[config.mk]
export PLATFORM = sky130hd
export DESIGN_NAME = branch_pred_ctrl
export DESIGN_NICKNAME = d
export VERILOG_FILES = /design/src/rtl/branch_pred_pkg.sv /design/src/rtl/bht_counter_table.sv /design/src/rtl/branch_pred_ctrl.sv
export SDC_FILE = /design/constraint.sdc
export NUM_CORES = 1
export LEC_CHECK = 0
export CAP_MARGIN = 0
export CELL_PAD_IN_SITES_DETAIL_PLACEMENT = 1
export CELL_PAD_IN_SITES_GLOBAL_PLACEMENT = 1
export CORE_ASPECT_RATIO = 0.75
export CORE_MARGIN = 2
export CORE_UTILIZATION = 30
export CTS_BUF_LIST = sky130_fd_sc_hd__clkbuf_4
export DETAILED_ROUTE_END_ITERATION = 8
export HOLD_SLACK_MARGIN = 0.08
export PLACE_DENSITY_LB_ADDON = 0.1
export SLEW_MARGIN = 20
export SYNTH_ARGS = -nofsm -noshare
export SYNTH_HDL_FRONTEND = slang
export SYNTH_SLANG_ARGS = --single-unit
[constraint.sdc]
create_clock -name i_clock -period 3.25 [get_ports i_clock]
set_input_delay 0.65 -clock i_clock [delete_from_list [all_inputs] [get_ports i_clock]]
set_output_delay 0.65 -clock i_clock [all_outputs]
set_load 0.03 [all_outputs]
[src/rtl/branch_pred_pkg.sv]
// rtl/branch_pred_pkg.sv - shared types, constants and counter helper for the branch predictor
package branch_pred_pkg;

  typedef enum logic {
    ST_RUN   = 1'b0,
    ST_FLUSH = 1'b1
  } bp_state_e;

  typedef logic [1:0] ctr_t;

  localparam ctr_t CTR_RESET = 2'b01;

  localparam logic [6:0] OPC_BRANCH = 7'b1100011;
  localparam logic [2:0] F3_BEQ     = 3'b000;
  localparam logic [2:0] F3_BNE     = 3'b001;
  localparam logic [6:0] OPC_JAL    = 7'b1101111;
  localparam logic [6:0] OPC_JALR   = 7'b1100111;

  function automatic ctr_t ctr_sat_next(input ctr_t c, input logic taken);
    if (taken) begin
      return (c == 2'b11) ? c : c + 2'd1;
    end else begin
      return (c == 2'b00) ? c : c - 2'd1;
    end
  endfunction

endpackage

[src/rtl/bht_counter_table.sv]
// rtl/bht_counter_table.sv - table of 2-bit saturating counters, one read port and one update port
module bht_counter_table
  import branch_pred_pkg::*;
#(
  parameter int XLEN    = 32,
  parameter int ENTRIES = 16
) (
  input  logic            i_clock,
  input  logic            i_reset,
  input  logic [XLEN-1:0] i_rd_pc,
  output ctr_t            o_rd_ctr,
  input  logic            i_upd_en,
  input  logic [XLEN-1:0] i_upd_pc,
  input  logic            i_upd_taken
);

  localparam int IDX_W = $clog2(ENTRIES);

  ctr_t             r_ctr [ENTRIES];
  logic [IDX_W-1:0] w_rd_idx;
  logic [IDX_W-1:0] w_upd_idx;
  logic             w_unused_pc_bits;

  assign w_rd_idx  = i_rd_pc[IDX_W+1:2];
  assign w_upd_idx = i_upd_pc[IDX_W+1:2];
  assign w_unused_pc_bits = ^{i_rd_pc[XLEN-1:IDX_W+2], i_rd_pc[1:0],
                              i_upd_pc[XLEN-1:IDX_W+2], i_upd_pc[1:0]};

  // Read is purely combinational, so a same-cycle update is not visible until the next cycle.
  assign o_rd_ctr = r_ctr[w_rd_idx];

  // Counter storage: reset to weakly not-taken, otherwise saturating step on update.
  always_ff @(posedge i_clock) begin
    if (i_reset) begin
      for (int i = 0; i < ENTRIES; i++) begin
        r_ctr[i] <= CTR_RESET;
      end
    end else if (i_upd_en) begin
      r_ctr[w_upd_idx] <= ctr_sat_next(r_ctr[w_upd_idx], i_upd_taken);
    end
  end

endmodule

[src/rtl/branch_pred_ctrl.sv]
// rtl/branch_pred_ctrl.sv - branch predictor control: run/flush FSM, redirect, optional BHT (BRANCH_PRED_BHT_EN)
module branch_pred_ctrl
  import branch_pred_pkg::*;
#(
  parameter int XLEN         = 32,
  parameter int BHT_ENTRIES  = 16,
  parameter int FLUSH_CYCLES = 2
) (
  input  logic            i_clock,
  input  logic            i_reset,
  input  logic            i_fetch_valid,
  input  logic [XLEN-1:0] i_fetch_pc,
  output logic            o_pred_taken,
  input  logic            i_ex_valid,
  input  logic            i_ex_is_branch,
  input  logic            i_ex_is_jump,
  input  logic            i_ex_taken,
  input  logic            i_ex_pred_taken,
  input  logic [XLEN-1:0] i_ex_pc,
  input  logic [XLEN-1:0] i_ex_target,
  output logic            o_redirect_valid,
  output logic [XLEN-1:0] o_redirect_pc,
  output logic            o_flush
);

  bp_state_e       r_state;
  bp_state_e       w_next_state;
  logic [2:0]      r_flush_cnt;
  logic [2:0]      w_flush_cnt_next;
  logic            w_mispredict;
  logic [XLEN-1:0] w_redirect_target;
  logic            r_redirect_valid;
  logic [XLEN-1:0] r_redirect_pc;

  // ex_* inputs only matter while running; anything arriving during a flush is a squashed slot.
  assign w_mispredict = i_ex_valid && (r_state == ST_RUN) &&
                        ((i_ex_is_branch && (i_ex_taken != i_ex_pred_taken)) || i_ex_is_jump);

  assign w_redirect_target = (i_ex_is_jump || i_ex_taken) ? i_ex_target : i_ex_pc + XLEN'(4);

`ifdef BRANCH_PRED_BHT_EN
  ctr_t w_fetch_ctr;
  logic w_bht_upd;

  assign w_bht_upd = i_ex_valid && i_ex_is_branch && (r_state == ST_RUN);

  bht_counter_table #(
    .XLEN    (XLEN),
    .ENTRIES (BHT_ENTRIES)
  ) u_bht (
    .i_clock     (i_clock),
    .i_reset     (i_reset),
    .i_rd_pc     (i_fetch_pc),
    .o_rd_ctr    (w_fetch_ctr),
    .i_upd_en    (w_bht_upd),
    .i_upd_pc    (i_ex_pc),
    .i_upd_taken (i_ex_taken)
  );

  assign o_pred_taken = i_fetch_valid & w_fetch_ctr[1];
`else
  logic w_unused_fetch;

  // Static not-taken: upstream then carries pred=0, so every taken branch mispredicts.
  assign w_unused_fetch = ^{i_fetch_valid, i_fetch_pc};
  assign o_pred_taken   = 1'b0;
`endif

  // State and flush-counter register.
  always_ff @(posedge i_clock) begin
    if (i_reset) begin
      r_state     <= ST_RUN;
      r_flush_cnt <= 3'd0;
    end else begin
      r_state     <= w_next_state;
      r_flush_cnt <= w_flush_cnt_next;
    end
  end

  // Next state: a mispredict opens a flush of FLUSH_CYCLES cycles, counted down to 0.
  always_comb begin
    w_next_state     = r_state;
    w_flush_cnt_next = r_flush_cnt;
    case (r_state)
      ST_RUN: begin
        if (w_mispredict) begin
          w_next_state     = ST_FLUSH;
          w_flush_cnt_next = 3'(FLUSH_CYCLES - 1);
        end
      end
      ST_FLUSH: begin
        if (r_flush_cnt == 3'd0) begin
          w_next_state = ST_RUN;
        end else begin
          w_flush_cnt_next = r_flush_cnt - 3'd1;
        end
      end
      default: begin
        w_next_state     = ST_RUN;
        w_flush_cnt_next = 3'd0;
      end
    endcase
  end

  // Redirect pulse on the first flush cycle; the target is held until the next redirect.
  always_ff @(posedge i_clock) begin
    if (i_reset) begin
      r_redirect_valid <= 1'b0;
      r_redirect_pc    <= '0;
    end else begin
      r_redirect_valid <= w_mispredict;
      if (w_mispredict) begin
        r_redirect_pc <= w_redirect_target;
      end
    end
  end

  assign o_redirect_valid = r_redirect_valid;
  assign o_redirect_pc    = r_redirect_pc;
  assign o_flush          = (r_state == ST_FLUSH);

endmodule

==> impl_summary.md <==
Routing
Summed over all layers, the routed wires come to 10100 microns. The length of the first detailed-routing pass in iterations is 4. The routed layout has 3121 vias.

The number of design-rule violations left by the first detailed-router iteration is 154. The per-cell routed wire length is 18.1 microns. The via-per-instance ratio is 5.60. After detailed routing, the number of remaining DRC violations is 0. The number of nets with antenna violations after routing is 0.

Floorplanning
The initial core utilization is 0.310. The floorplan die area is 9590 sq um. The floorplan step set the die height to 85.3 microns. The floorplan has 29 rows. The number of ports placed on the die boundary is 139.

The die span in x is 112 microns. The standard cell core area is 8530 sq um.

STA
Setup repair after global routing left no endpoint under its margin. After routing, the total negative slack on setup checks comes to 0 ns. The final count of pins violating max slew is 0. The count of final setup violators is 0. The worst hold slack is 0.468 ns. The number of hold violations in the final report was 0. The slew of the pin with the lowest slew margin is 0.499 ns. Timing would allow up to 383 MHz.

Measured against its own limit, the worst slew margin works out to 0.659. On the final layout, the worst clock skew is 0.0127 ns. The post-route clock period utilization is 0.804. The smallest clock period supported by the final layout is computed as 2.61 ns.

Clock tree
The TritonCTS clock tree is yes. The number of clock buffers inserted by TritonCTS is 5. The H-tree level count is 2. For this design, the CTS-stage hold fixing added 0 buffers.

The clock root buffer is sky130_fd_sc_hd__clkbuf_4. After clock tree synthesis, the clock-pin slew on the worst setup and hold paths is 0.13 ns. The sink count of the clock tree is 37.

The clock reaches the later pin of the worst-skew pair after 0.34 ns. The clock tree buffer depth is 2. In this run, post-CTS repair resized a total of 0 instances. The post-CTS setup buffer count is 0.

Placement
Input and output buffers added on the ports amount to 104. The weighted congestion at the end of routability-driven global placement is 0.817. Detailed placement finished with a half-perimeter wire length of 7780 microns.

Layout
Measured on the finished design, the core utilization comes to 0.459. The number of antenna diodes in the final layout is 0. Relative to the synthesized area, the layout overhead comes to 48.1%.

In the layout the commonest cells are 104 x sky130_fd_sc_hd__clkdlybuf4s50_1, 37 x sky130_fd_sc_hd__dfxtp_1, 31 x sky130_fd_sc_hd__nand2_1, 26 x sky130_fd_sc_hd__nor2_1, 22 x sky130_fd_sc_hd__nand3_1. Leaving out fill and tap cells, the most frequent cell in the layout is sky130_fd_sc_hd__clkdlybuf4s50_1. The layout net count is 556. The fraction of final layout cells with drive strength greater than 1 is 0.0690.

Yosys
The most common flop cell mapped by yosys is sky130_fd_sc_hd__dfxtp_1. The count of cell types in the netlist is 57. For this run, asynchronously set or reset flops after synthesis account for 0. The share of the Yosys chip area taken by registers is 0.280. The synthesized netlist occupies a cell area of 2650 sq um.

The post-synthesis instance total is 344. The post-synthesis net count is 451. During synthesis, Yosys emitted a total of 0 warnings. The flip-flop and latch count after synthesis is 37.

The per-instance average area after synthesis is 7.69 sq um. Counting flops with a built-in enable in the synthesized netlist gives 0.

Setup path
The endpoint identified for the worst register-to-register timing path is o_redirect_pc[19]. The beginning of the worst register-to-register path is o_flush. Data arrives at the worst endpoint at 2.88 ns. The category of the critical setup timing path is primary input to flip-flop.

The critical path endpoint category is a flip-flop. The critical path required time is 3.51 ns. In this run the register-to-register setup slack is 1.41 ns. Along the worst path, the maximum fanout reaches 6.

The kind of start point of the critical path is a primary input. The worst-case reg-to-reg path depth is 4. Tracing the worst setup path back leads to its startpoint at i_ex_pc[3].

Worst hold path
The path class of the tightest hold or removal check is flip-flop to flip-flop. The worst hold path begins at o_redirect_pc[6]. The worst hold path depth is 2. For hold timing, the worst endpoint is o_redirect_pc[6].

Global routing
The remaining global-route overflow is 0. The via count of the first global-routing pass came to 3053. The initial antenna violation count was 0.

Entering global routing, the biggest net connects 28 pins. The global-route wire length before repair is 16000 microns. The aggregate global-route resource usage is 0.209.

Run status
The run finished with clean final reports.

Job
The max-capacitance violation count is 0.

Pwr
The worst-case IR drop observed on VDD is 0.167 mV. The analysis attributes to cell leakage a power of 1.35 nW. In this run the power density over the cells is 331 nW/um^2.
critical path, stage by stage:
cell                              delay, ns
sky130_fd_sc_hd__clkdlybuf4s50_1       0.56
sky130_fd_sc_hd__ha_1                  0.20
sky130_fd_sc_hd__nand4_1               0.31
sky130_fd_sc_hd__or3_1                 0.52
sky130_fd_sc_hd__or4b_1                0.53
sky130_fd_sc_hd__o211ai_1              0.10
layout make-up:
type | count | area, sq um
clock buffer | 5 | 37.5
clock inverter | 2 | 35.0
fill | 1045 | 4610
inverter | 14 | 52.6
multi-input combinational | 271 | 1750
sequential | 37 | 741
tap | 108 | 135
timing repair buffer | 120 | 1160
metrics by stage:
step / power (mW) / area [sq um] / worst slack, ns / cells
3_3_place_gp: 0.977 / 3840 / 0.330 / 550
2_1_floorplan: 0.751 / 2650 / 1.20 / 344
5_1_grt: 1.37 / 3920 / 0.544 / 557
3_5_place_dp: 0.983 / 3840 / 0.279 / 550
6_report: 1.30 / 3920 / 0.638 / 557
4_1_cts: 1.31 / 3920 / 0.634 / 557
worst max-delay path by stage:
stage,endpoint,cells past startpoint
after global placement,o_redirect_pc[26],6
after detailed placement,o_redirect_pc[26],6
final,o_redirect_pc[26],6
after floorplan,o_redirect_pc[26],5
after global routing,o_redirect_pc[12],7
after CTS,o_redirect_pc[26],6
kinds of logic (layout without fill, tap and decap cells):
family                   Yosys count  count (layout)  synth area share
AO/OA/AOI/OAI                     83              83             0.241
buffers and inverters             36             141            0.0582
adder cells (fa/ha/maj)            3               3            0.0142
other                              1               1           0.00142
flip-flops                        37              37             0.280
multiplexers                       6               6            0.0227
AND/OR/NAND/NOR                  168             168             0.349
XOR/XNOR                          10              10            0.0331
power by group:
part           internal, mW  switching [mW]
clock network         0.157           0.167
registers             0.491          0.0219
logic                 0.215           0.245
sequential cells by signal, indices dropped and copies added (netlist names):
register	count
o_redirect_pc	32
o_flush	1
r_flush_cnt	3
o_redirect_valid	1
Yosys cell counts (2+ instances only):
cell type                   n  share of area
sky130_fd_sc_hd__a211oi_1  10          0.028
sky130_fd_sc_hd__and3b_1    2         0.0066
sky130_fd_sc_hd__o211ai_1   5          0.014
sky130_fd_sc_hd__inv_1     14          0.020
sky130_fd_sc_hd__o22a_1     2         0.0066
sky130_fd_sc_hd__nand3_1   22          0.042
sky130_fd_sc_hd__nand4_1   13          0.031
sky130_fd_sc_hd__or4_1      4          0.011
sky130_fd_sc_hd__xor2_1     3         0.0099
sky130_fd_sc_hd__a211o_1    4          0.013
sky130_fd_sc_hd__o21ai_0    8          0.015
sky130_fd_sc_hd__o311ai_0   6          0.020
sky130_fd_sc_hd__nand2b_1   3         0.0071
sky130_fd_sc_hd__xnor2_1    7          0.023
sky130_fd_sc_hd__a311o_1    3          0.011
sky130_fd_sc_hd__a21oi_1    7          0.013
sky130_fd_sc_hd__a31oi_1    6          0.014
sky130_fd_sc_hd__and4_1     5          0.017
sky130_fd_sc_hd__nor3_1     9          0.017
sky130_fd_sc_hd__nor2_1    26          0.037
sky130_fd_sc_hd__o31a_1     4          0.013
sky130_fd_sc_hd__clkbuf_1  13          0.018
sky130_fd_sc_hd__a311oi_1   4          0.013
sky130_fd_sc_hd__dfxtp_1   37           0.28
sky130_fd_sc_hd__buf_2      6          0.011
sky130_fd_sc_hd__ha_1       3          0.014
sky130_fd_sc_hd__or2_2      2         0.0047
sky130_fd_sc_hd__nor4_1    11          0.026
sky130_fd_sc_hd__nand3b_1   2         0.0057
sky130_fd_sc_hd__o221ai_1   9          0.030
sky130_fd_sc_hd__a31o_2     3         0.0099
sky130_fd_sc_hd__mux2i_1    6          0.023
sky130_fd_sc_hd__nand4b_1   2         0.0066
sky130_fd_sc_hd__and2_1    11          0.026
sky130_fd_sc_hd__nor3b_1    2         0.0057
sky130_fd_sc_hd__nand2_1   31          0.044
sky130_fd_sc_hd__o31ai_1    4          0.011
sky130_fd_sc_hd__o41ai_1    3         0.0099
sky130_fd_sc_hd__or3_1      9          0.021
sky130_fd_sc_hd__and3_1     6          0.014
routing by layer:
metal,GRT usage,share of wire
met1,0.300,0.50
met2,0.329,0.44
met3,0.0493,0.062
met4,0.0277,0.0031
met5,0,0
(Power assumes the default switching activity.)
